[config.mk]
export PLATFORM = sky130hd
export DESIGN_NAME = snake_timebase_io
export DESIGN_NICKNAME = d
export VERILOG_FILES = /design/src/rtl/snake_pkg.sv /design/src/rtl/button_debounce.sv /design/src/rtl/snake_timebase_io.sv
export SDC_FILE = /design/constraint.sdc
export NUM_CORES = 1
export LEC_CHECK = 0
export CAP_MARGIN = 10
export CORE_UTILIZATION = 45
export CTS_BUF_LIST = sky130_fd_sc_hd__clkbuf_4 sky130_fd_sc_hd__clkbuf_8
export DETAILED_ROUTE_END_ITERATION = 8
export GPL_TIMING_DRIVEN = 0
export HOLD_SLACK_MARGIN = 0.12
export SLEW_MARGIN = 25
export SYNTH_ARGS = -nofsm -noshare
export SYNTH_HDL_FRONTEND = slang
export SYNTH_SLANG_ARGS = --single-unit
[constraint.sdc]
create_clock -name MasterClock -period 1.96 [get_ports MasterClock]
set_input_delay 0.196 -clock MasterClock [delete_from_list [all_inputs] [get_ports MasterClock]]
set_output_delay 0.196 -clock MasterClock [all_outputs]
set_load 0.005 [all_outputs]
[src/rtl/snake_pkg.sv]
// Shared constants for the snake game front end: playfield size, button indices, LFSR seed.
package snake_pkg;

    localparam int unsigned GRID_WIDTH  = 40;
    localparam int unsigned GRID_HEIGHT = 30;
    localparam int unsigned XW          = $clog2(GRID_WIDTH);
    localparam int unsigned YW          = $clog2(GRID_HEIGHT);

    localparam int unsigned NUM_BTN    = 5;
    localparam int unsigned BTN_LEFT   = 0;
    localparam int unsigned BTN_RIGHT  = 1;
    localparam int unsigned BTN_UP     = 2;
    localparam int unsigned BTN_DOWN   = 3;
    localparam int unsigned BTN_CENTER = 4;

    localparam logic [15:0] LFSR_SEED = 16'hACE1;

    // Counter width able to hold 0..n-1; at least one bit so n == 1 still gets a register.
    function automatic int unsigned cnt_width(input int unsigned n);
        return (n > 1) ? $clog2(n) : 1;
    endfunction

endpackage

[src/rtl/button_debounce.sv]
// One push button: 2-FF synchronizer, stability counter clocked by the tick enable, and a
// pending flag that turns a debounced rising edge into a single tick-aligned press pulse.
module button_debounce
    import snake_pkg::*;
#(
    parameter int unsigned DEBOUNCE_TICKS = 250_000
) (
    input  logic clk_i,
    input  logic rst_ni,
    input  logic btn_i,
    input  logic tick_i,
    output logic pressed_o
);

    localparam int unsigned CW = cnt_width(DEBOUNCE_TICKS);
    localparam logic [CW-1:0] CntLast = CW'(DEBOUNCE_TICKS - 1);

    logic          sync1_q, sync2_q;
    logic          stable_q, stable_d;
    logic          pend_q, pend_d;
    logic [CW-1:0] cnt_q, cnt_d;

    always_comb begin
        stable_d = stable_q;
        pend_d   = pend_q;
        cnt_d    = cnt_q;
        if (tick_i) begin
            // The pulse for a pending press goes out on this tick, so drop the flag now.
            if (pend_q) begin
                pend_d = 1'b0;
            end
            if (sync2_q == stable_q) begin
                cnt_d = '0;
            end else if (cnt_q == CntLast) begin
                stable_d = sync2_q;
                cnt_d    = '0;
                if (sync2_q) begin
                    pend_d = 1'b1;
                end
            end else begin
                cnt_d = cnt_q + 1'b1;
            end
        end
    end

    always_ff @(posedge clk_i or negedge rst_ni) begin
        if (!rst_ni) begin
            sync1_q  <= 1'b0;
            sync2_q  <= 1'b0;
            stable_q <= 1'b0;
            pend_q   <= 1'b0;
            cnt_q    <= '0;
        end else begin
            sync1_q  <= btn_i;
            sync2_q  <= sync1_q;
            stable_q <= stable_d;
            pend_q   <= pend_d;
            cnt_q    <= cnt_d;
        end
    end

    assign pressed_o = pend_q & tick_i;

endmodule

[src/rtl/snake_timebase_io.sv]
// Single-clock front end for the snake game: tick/game/segment strobes, debounced button
// press pulses and in-range pseudo-random food coordinates.
module snake_timebase_io
    import snake_pkg::*;
#(
    parameter int unsigned TICK_DIV       = 4,
    parameter int unsigned GAME_TICKS     = 2_500_000,
    parameter int unsigned SEG_DIV        = 100_000,
    parameter int unsigned DEBOUNCE_TICKS = 250_000
) (
    input  logic               MasterClock,
    input  logic               ResetN,
    input  logic [NUM_BTN-1:0] Buttons,
    output logic               TickEn,
    output logic               GameTick,
    output logic               SegTick,
    output logic [NUM_BTN-1:0] Pressed,
    output logic [XW-1:0]      FoodX,
    output logic [YW-1:0]      FoodY
);

    localparam int unsigned TW = cnt_width(TICK_DIV);
    localparam int unsigned GW = cnt_width(GAME_TICKS);
    localparam int unsigned SW = cnt_width(SEG_DIV);

    localparam logic [TW-1:0] TickLast = TW'(TICK_DIV - 1);
    localparam logic [GW-1:0] GameLast = GW'(GAME_TICKS - 1);
    localparam logic [SW-1:0] SegLast  = SW'(SEG_DIV - 1);
    localparam logic [XW-1:0] GridW    = XW'(GRID_WIDTH);
    localparam logic [YW-1:0] GridH    = YW'(GRID_HEIGHT);

    logic [TW-1:0] tick_cnt_q, tick_cnt_d;
    logic [GW-1:0] game_cnt_q, game_cnt_d;
    logic [SW-1:0] seg_cnt_q, seg_cnt_d;
    logic          tick_q, tick_d;
    logic          game_q, game_d;
    logic          seg_q, seg_d;
    logic [15:0]   lfsr_q, lfsr_d;
    logic          lfsr_fb;
    logic [XW-1:0] x_raw, food_x_q, food_x_d;
    logic [YW-1:0] y_raw, food_y_q, food_y_d;

    // Strobes are registered from the next-state counters so they line up with the counter
    // reaching its last value and read 0 straight out of reset.
    always_comb begin
        tick_cnt_d = (tick_cnt_q == TickLast) ? '0 : tick_cnt_q + 1'b1;
        tick_d     = (tick_cnt_d == TickLast);

        game_cnt_d = game_cnt_q;
        if (tick_q) begin
            game_cnt_d = (game_cnt_q == GameLast) ? '0 : game_cnt_q + 1'b1;
        end
        game_d = tick_d && (game_cnt_d == GameLast);

        seg_cnt_d = (seg_cnt_q == SegLast) ? '0 : seg_cnt_q + 1'b1;
        seg_d     = (seg_cnt_d == SegLast);
    end

    // Fibonacci LFSR, taps 16,14,13,11 in right-shift form.
    always_comb begin
        lfsr_fb = lfsr_q[0] ^ lfsr_q[2] ^ lfsr_q[3] ^ lfsr_q[5];
        lfsr_d  = (lfsr_q == '0) ? LFSR_SEED : {lfsr_fb, lfsr_q[15:1]};

        x_raw    = lfsr_q[XW-1:0];
        y_raw    = lfsr_q[15 -: YW];
        food_x_d = (x_raw >= GridW) ? x_raw - GridW : x_raw;
        food_y_d = (y_raw >= GridH) ? y_raw - GridH : y_raw;
    end

    always_ff @(posedge MasterClock or negedge ResetN) begin
        if (!ResetN) begin
            tick_cnt_q <= '0;
            game_cnt_q <= '0;
            seg_cnt_q  <= '0;
            tick_q     <= 1'b0;
            game_q     <= 1'b0;
            seg_q      <= 1'b0;
            lfsr_q     <= LFSR_SEED;
            food_x_q   <= '0;
            food_y_q   <= '0;
        end else begin
            tick_cnt_q <= tick_cnt_d;
            game_cnt_q <= game_cnt_d;
            seg_cnt_q  <= seg_cnt_d;
            tick_q     <= tick_d;
            game_q     <= game_d;
            seg_q      <= seg_d;
            lfsr_q     <= lfsr_d;
            food_x_q   <= food_x_d;
            food_y_q   <= food_y_d;
        end
    end

    for (genvar i = 0; i < NUM_BTN; i++) begin : g_btn
        button_debounce #(
            .DEBOUNCE_TICKS(DEBOUNCE_TICKS)
        ) u_debounce (
            .clk_i    (MasterClock),
            .rst_ni   (ResetN),
            .btn_i    (Buttons[i]),
            .tick_i   (tick_q),
            .pressed_o(Pressed[i])
        );
    end

    assign TickEn   = tick_q;
    assign GameTick = game_q;
    assign SegTick  = seg_q;
    assign FoodX    = food_x_q;
    assign FoodY    = food_y_q;

endmodule

; ---- Word level (Yosys, flattened, before mapping)
; Cells that the tools add are included.
[classes]
reduce_logical = 7
addsub = 10
bitwise = 13
mux = 32
n_eq_ne = 16
n_lt_le_gt_ge = 2
[ops]
columns = op, count
row1 = 18-bit two-way mux, 10
row2 = "18-bit by 1-bit adder with 18-bit output, second input constant", 5
row3 = "18-bit == test, second input constant", 5
row4 = "22-bit == test, second input constant", 2
row5 = 22-bit two-way mux, 2
row6 = "17-bit == test, second input constant", 2
row7 = "22-bit by 1-bit adder with 22-bit output, second input constant", 1
row8 = "17-bit by 1-bit adder with 17-bit output, second input constant", 1
row9 = 17-bit two-way mux, 1
row10 = 16-bit zero test, 1
row11 = 16-bit two-way mux, 1
row12 = 1-bit two-way mux, 15
row13 = 3-bit AND reduction, 5
row14 = "6-bit greater-or-equal comparator, second input constant", 1
row15 = 6-bit two-way mux, 1
row16 = "6-bit subtractor, second input constant", 1
row17 = 1-bit AND, 5
row18 = 1-bit == test, 5
row19 = "5-bit greater-or-equal comparator, second input constant", 1
row20 = 5-bit two-way mux, 1
row21 = 1-bit NOT, 5
row22 = "5-bit subtractor, second input constant", 1
row23 = "2-bit == test, second input constant", 2
row24 = 1-bit XOR, 3
row25 = other kinds (3), 3
[word_totals]
ff_bits = 181
output_inout_bits = 19
elab_cells = 114

; ---- Depth between registers and ports, before layout
; Gate-level depths: netlist (run 1).
[logic_depth]
ltp_word = 5
ltp_mapped = 8
mapped_depth_nobuf = 7

; ---- By module
; Synthesis (run 1) repeated with hierarchy kept, for this count alone.
[hier_totals]
hier_cells = 1024
hier_area_um2 = 9816.9
[modules_own_cells]
columns = mod, n_inst, cells_per_inst, area_per_inst_um2
row1 = button_debounce at g_btn[0].u_debounce ..., 4, 138, 1288.7
row2 = snake_timebase_io, 1, 340, 3478.3
row3 = button_debounce at g_btn[3].u_debounce, 1, 132, 1183.6

; ---- Least setup slack after synthesis (run 1)
; OpenSTA, ideal clock, no wires.
[synth_timing]
path_type = reg2reg
start = register g_btn[0].u_debounce.cnt_q[11]
end = register g_btn[0].u_debounce.stable_q
path_buffers = 0
arrival_ns = 2.016
stages_incl_launch_ff = 5
setup_slack_ns = -0.181
path_cell_list = dfrtp_1 > or4_1 > or4_4 > or3_4 > mux2_4
[synth_between]
elab_chain_cells = 2
[synth_lines]
columns = item, line
row1 = start: declaration, button_debounce.sv:21  ; logic [CW-1:0] cnt_q, cnt_d;
row2 = start signal: assignment, button_debounce.sv:58  ; cnt_q <= cnt_d;
row3 = 18-bit == test, button_debounce.sv:34  ; end else if (cnt_q == CntLast) begin
row4 = 3-bit AND reduction (no line), --
row5 = end signal: assignment, button_debounce.sv:56  ; stable_q <= stable_d;
row6 = end: declaration, button_debounce.sv:19  ; logic stable_q, stable_d;
; Every way passes these cells.
; A chain may end at the register's enable or synchronous reset.

; ---- Final worst setup path (run 1)
[layout_timing]
start = register g_btn[0].u_debounce.cnt_q[10]
end = register g_btn[0].u_debounce.stable_q
; Same word-level chain as after synthesis.

==> impl_results.md, run 1 <==
- Fin cells: 1362
- Vias in the first global route: 7093
- Die height: 143.6 um
- Multi-input gate area: approximately 4800 um^2
- Min Tclk post-route: 2.156 ns
- Violated checks: setup timing
- Worst-Skew Late Latency: 0.46 ns
- Share of cells above drive strength 1: 0.2826
- Syn_nets: 965
- Worst Skew: around 0.011 ns
- Fin util: 0.6031
- Max Fclk: 463.8 MHz
- Initial antenna violation count: 0
- CTS clk-pin slew, worst paths: about 0.09 ns
- Measured slew at the worst slew-check pin: about 0.77 ns
- PwrDens: 552.4 nW/um^2
- Drt drc: 0
- Total GRT Usage: 0.2174
- Leading area contributor after synthesis: dfrtp_1
- Placed cell count: 1238
- Yosys warns: 0
- Crit path arrival time: 2.51 ns
- Core Footprint: 19590 um^2
- R2r setup slk: -0.20 ns
- Global-route wire length before repair: 35260 um
- Clock sink total: 181
- Rows: 51
- Die W: 143.6 um
- CP startpoint: g_btn[0].u_debounce.cnt_q[10]
- Detailed Routing Iterations Pass 1: 7
- Kind of critical path: register to register
- DP Area: 9684 um^2
- RSZ-0062 raised after global routing: true
- Yosys reg bits: 181
- Max VDD drop: 0.5233 mV
- Mapped Avg Cell Area: 9.541 um^2
- Slew Limit Fails: 0
- Total congestion overflow: 0
- Final Setup Violations: 45
- Setup crit end kind: register
- Post-layout net count: 1103
- Port bufs: 25
- Sequential area share after synthesis: 0.5029
- Relative slew slack: 0.4879
- Period Utilization, post-route: 1.100
- Worst r2r src: g_btn[0].u_debounce.cnt_q[10]
- Area Overhead vs Synth: 30.90%
- Fin area: 11820 um^2
- Yosys top cell area share: 0.4796
- CTS Buffer Depth: 2
- Netlist cell types: 59
- Vias per cell: 5.655
- Vias: 7702
- 1st-iter DRT viols: between 400 and 500
- ANT cells: 0
- Wire per inst: ~17 um
- I/O Pins: 26
- Die ar.: 20630 um^2
- CTS tree: done
- Hold Crit Start: Buttons[2]
- Cts bufs inserted: 17
- Htree depth: 4
- Post-synth EDFFs: 0
- Routed wire length: 22510 um
- Most numerous cell in the Yosys netlist: dfrtp_1
- Fill count: 1661
- Root Driver: clkbuf_8
- Status: finished, violations left
- Initial Util: 0.4608
- Post-synthesis instance area: 9026 um^2
- Async set-or-reset flop fraction in the synthesized netlist: 1.000
- Worst hold endpoint: g_btn[2].u_debounce.sync1_q
- Worst setup SP type: register
- Hold WC Path Type: input port to register
- FF-to-FF End: g_btn[0].u_debounce.stable_q
- Post-synth top cells: 173 x dfrtp_1, 106 x o21ai_0, 104 x nand2_1, 59 x nor2_1, 54 x nand3_1
- Detailed Place HPWL: 13260 um
- Synth area leaders: dfrtp_1 48%, o21ai_0 5.9%, nand2_1 4.3%
- Worst Reg2Reg Path Length in Cells: 4
- Pin count of the biggest net entering global routing: 74
- Placer Congestion: slightly above 0.8
- Final WS setup: -0.1960 ns
- Max-Cap Viols: 0
- Hold Path Depth: 1
- Final hold viol count: 0
- CP Data Required Time: approximately 2.3 ns
- Cell leakage power: 4.866 nW
- Antenna Nets Post-Route: 0
- Register area: 4564 um^2
- Synth Instances: roughly 950
- Worst-path fanout max: 2
- Top_reg_cell synth: dfrtp_1
-- sequential cells by signal, summed over array words and instances, names as in the netlist --
register	count
g_btn.u_debounce.sync1_q	5
FoodY	5
GameTick	1
SegTick	1
g_btn.u_debounce.sync2_q	5
lfsr_q	16
tick_cnt_q	2
game_cnt_q	22
g_btn.u_debounce.stable_q	5
FoodX	6
g_btn.u_debounce.pend_q	5
TickEn	1
seg_cnt_q	17
g_btn.u_debounce.cnt_q	90
-- critical path: stages (launching register included) --
cell and delay (ns):
dfrtp_1 0.39, or4_1 0.51, or4_4 0.44, or3_4 0.40, mux2_4 0.30
-- stage by stage --
stage	power (mW)	worst slack (ns)	hold slack [ns]	TNS, ns
global route	6.786	-0.2733	0.1418	-8.630
detailed placement	4.044	-1.301	0.1093	-41.82
global placement	4.029	-7.002	0.3339	-1287.33
floorplan	3.922	-0.1778	-0.09959	-0.4834
finish	6.527	-0.1960	0.1665	-4.199
CTS	6.590	-0.2089	0.1334	-3.325
-- cell type report --
type	count	share of cell area
clock inverters	10	0.008154
repair buffers	122	0.09954
plain buffers	41	0.03399
well taps	265	0.02806
clock buffers	22	0.02457
flip-flops and latches	181	0.3863
inverters	33	0.01133
multi-input cells	688	0.4080
-- kinds of logic after synthesis --
group / Yosys count / synth area share
XOR/XNOR: 49 / 0.04755
AO/OA/AOI/OAI: 208 / 0.1422
flip-flops: 181 / 0.5029
multiplexers: 14 / 0.01663
buffers and inverters: 78 / 0.03687
adder cells (fa/ha/maj): 12 / 0.01663
AND/OR/NAND/NOR: 404 / 0.2372
-- power breakdown --
group          leakage (nW)  internal (mW)  switching, mW
Sequential             2.35           3.77         0.0314
Combinational          2.31         0.0873          0.131
Clock                 0.201           1.15           1.36
Total                  4.87           5.00           1.53
-- routing by layer --
metal | vias to the layer above | part of all wire | global-route usage
met2 | 169 | 0.49 | 0.3648
met1 | 3820 | 0.46 | 0.2891
li1 | 3678 | - | -
met4 | 0 | 0.017 | 0.06383
met5 | - | 0 | 0
met3 | 35 | 0.038 | 0.03499
-- cell usage in the layout, fill, tap and decap left out, drive strengths merged, types with 2 or more instances in the layout --
cell type and count:
inv 36, o21a 2, clkinv 5, a21oi 21, xnor2 26, dfstp 8
xor2 23, buf 117, o21ai 107, clkbuf 48, and3 25, a31oi 9
and2 5, nor4 10, nand3b 2, ha 12, clkdlybuf4s50 19, mux2 5
nand2b 28, o2bb2ai 17, nand2 106, nor3b 6, and4 5, or3 11
o41ai 14, dfrtp 173, o22ai 3, o31ai 27, nor4bb 5, mux2i 9
a21boi 2, nor2 59, nand3 54, nor4b 6, nor2b 17, or4 8
nand4b 6, nand4 27, o311ai 2, nor3 21
-- repair_timing --
item | 4_1_cts | 5_1_grt
hold endpoints to repair | 173 | 0
hold buffers | 1 | 0
pin swaps | 28 | 53
buffers inserted | 47 | 37
gates cloned | 4 | 7
gates resized for setup | 139 | 171
endpoints found under the setup margin | 119 | 108
-- worst max-delay path by stage --
stage                                               end  slack, ns
after detailed placement                     Pressed[0]      -1.30
after global routing      g_btn[0].u_debounce.cnt_q[13]      -0.27
after floorplan            g_btn[0].u_debounce.stable_q      -0.18
after CTS                  g_btn[0].u_debounce.stable_q      -0.21
final                      g_btn[0].u_debounce.stable_q      -0.20
after global placement                         FoodX[4]      -7.00
Note: power is estimated with default switching activity, not from simulation.
==> inputs of run 2 (changes only) <==
==> constraint.sdc (replaced) <==
create_clock -name MasterClock -period 1.8 [get_ports MasterClock]
set_input_delay 0.18 -clock MasterClock [delete_from_list [all_inputs] [get_ports MasterClock]]
set_output_delay 0.18 -clock MasterClock [all_outputs]
set_load 0.005 [all_outputs]
==> run 2 against run 1 <==
Effect of this change: the flow still finishes with violations (setup timing); first-iteration DRC count is 12% higher; clock power increased by 19%; sequential cell count unchanged; largest power group unchanged; via count increased by 1.9%; utilization is 2.7 points higher; critical endpoint is now g_btn[0].u_debounce.cnt_q[14]; sequential share of layout area is 1.6 points lower; sequential power increased by 8.9%.
==> impl_results.md, run 2 (synthesized netlist as in run 1, its figures left out) <==
- Placed cell count: 1238
- Max-Cap Viols: 0
- Area Overhead vs Synth: 36.65%
- Status: finished, violations left
- Period Utilization, post-route: 1.208
- Largest register FFs: 90
- Fin util: 0.6296
- Clk pwr share: 0.405
- Share of cells above drive strength 1: 0.3476
- Max VDD drop: around 0.47 mV
- Hold WC Path Type: input port to register
- Measured slew at the worst slew-check pin: 0.8179 ns
- 1st-iter DRT viols: 454
- Post-layout net count: 1125
- Final WS setup: -0.3736 ns
- Max Fclk: 460.1 MHz
- CTS tree: done
- Wire per inst: 16.94 um
- Die ar.: 20630 um^2
- Register with the most flip-flops: g_btn.u_debounce.cnt_q
- Core Footprint: 19590 um^2
- Final hold viol count: 0
- Rows: 51
- Vias: around 7.8k
- Sequential Power Share: 0.563
- I/O Pins: 26
- Initial antenna violation count: 0
- Total GRT Usage: 0.2289
- PwrDens: 596.1 nW/um^2
- Placer Congestion: 0.8187
- R2r setup slk: -0.37 ns
- Relative slew slack: 0.4547
- ANT cells: 0
- Worst Skew: 0.01340 ns
- Routed wire length: 23440 um
- Cts bufs inserted: 17
- Cell leakage power: 5.018 nW
- Crit path arrival time: 2.53 ns
- CTS clk-pin slew, worst paths: 0.09 ns
- Final Setup Violations: roughly 110
- Total congestion overflow: 0
- Fill count: 1581
- Clock sink total: ~180
- Port bufs: 25
- Setup crit end kind: register
- CP Data Required Time: 2.16 ns
- Most common cell after layout, fill and taps aside: dfrtp_1
- Fin cells: about 1.4k
- Multi-input gate area: 5099 um^2
- Vias in the first global route: 7234
- Detailed Routing Iterations Pass 1: 7
- RSZ-0062 raised after global routing: true
- Pin count of the biggest net entering global routing: 92
- CTS Buffer Depth: 2
- Switch share: 0.2271
- Violated checks: setup timing
- Root Driver: clkbuf_8
- Die W: 143.6 um
- Slew Limit Fails: 0
- Htree depth: 4
- Register area: 4567 um^2
- Comb pwr share: 0.032
- Worst-path fanout max: 8
- Top flop regs: g_btn.u_debounce.cnt_q: 90 flops, game_cnt_q: 22 flops, seg_cnt_q: 17 flops
- Antenna Nets Post-Route: 0
- Kind of critical path: register to register
- Detailed Place HPWL: approximately 13000 um
- Initial Util: 0.4608
- Global-route wire length before repair: 36560 um
- Die height: between 100 and 150 um
- Worst setup SP type: register
- Vias per cell: 5.671
- Worst-Skew Late Latency: 0.47 ns
- P_sw: 1.670 mW
- Min Tclk post-route: 2.174 ns
- Commonest non-fill, non-tap cells in the layout: 151 x dfrtp_1, 101 x nand2_1, 93 x buf_4, 47 x nor2_1, 45 x nand3_1
- Drt drc: 0
- Internal power: 5.682 mW
run 2: repair_timing:
item                                    in CTS  in global routing
cloned                                      13                  0
hold buffers                                 3                  2
pin swaps                                   70                 47
buffers inserted                            68                 48
endpoints found under the hold margin      174                  2
endpoints found under the setup margin     120                124
resized for setup                          239                128
run 2: stage by stage:
stage               setup slack (ns)  power [mW]  hold WS, ns  cell area, um^2  TNS [ns]
floorplan                    -0.3378       4.276      -0.1156             9153    -3.549
global placement              -7.262       4.395       0.3346             9734  -1332.87
detailed placement            -1.428       4.410      0.02160             9794    -40.54
CTS                          -0.3897       7.424       0.1226            11630    -14.19
global route                 -0.4677       7.621       0.1232            12330    -25.57
finish                       -0.3736       7.352       0.1454            12330    -17.37
run 2: final timing paths:
kind,from,to,cells after the start
max reg2reg,g_btn[0].u_debounce.cnt_q[11],g_btn[0].u_debounce.cnt_q[14],7
min reg2reg,g_btn[1].u_debounce.sync1_q,g_btn[1].u_debounce.sync2_q,0
min,Buttons[0],g_btn[0].u_debounce.sync1_q,1
min in group asynchronous,ResetN,g_btn[0].u_debounce.sync2_q,3
max in group asynchronous,ResetN,g_btn[0].u_debounce.cnt_q[11],3
max,g_btn[0].u_debounce.cnt_q[11],g_btn[0].u_debounce.cnt_q[14],7
run 2: layout make-up:
class                           instances  area share
Multi-Input combinational cell        688      0.4134
Sequential cell                       181      0.3703
Timing Repair Buffer                  150      0.1127
Buffer                                 35     0.03185
Tap cell                              265     0.02688
Clock buffer                           21     0.02242
Clock inverter                         11     0.01207
Inverter                               33     0.01045
run 2: critical path, cell delays in order (launching register included):
cell and delay (ns):
dfrtp_2 0.41, or4_1 0.50, or4_4 0.45, o21ai_4 0.26, buf_4 0.17, nor2b_1 0.04
o21ai_0 0.14, o31ai_1 0.09
run 2: power groups by stage:
stage	sequential [mW]	clock, mW	combinational (mW)
4_1_cts	4.14	3.06	0.225
3_3_place_gp	4.22	0	0.175
3_5_place_dp	4.22	0	0.193
5_1_grt	4.15	3.21	0.267
6_report	4.14	2.98	0.234
2_1_floorplan	4.21	0	0.0663
run 2: layer usage:
layer	share of wire	up-vias	track usage
met2	0.49	185	0.3666
met1	0.46	3900	0.3104
met3	0.039	32	0.04632
met5	0	-	0
met4	0.019	0	0.07447
li1	-	3732	-
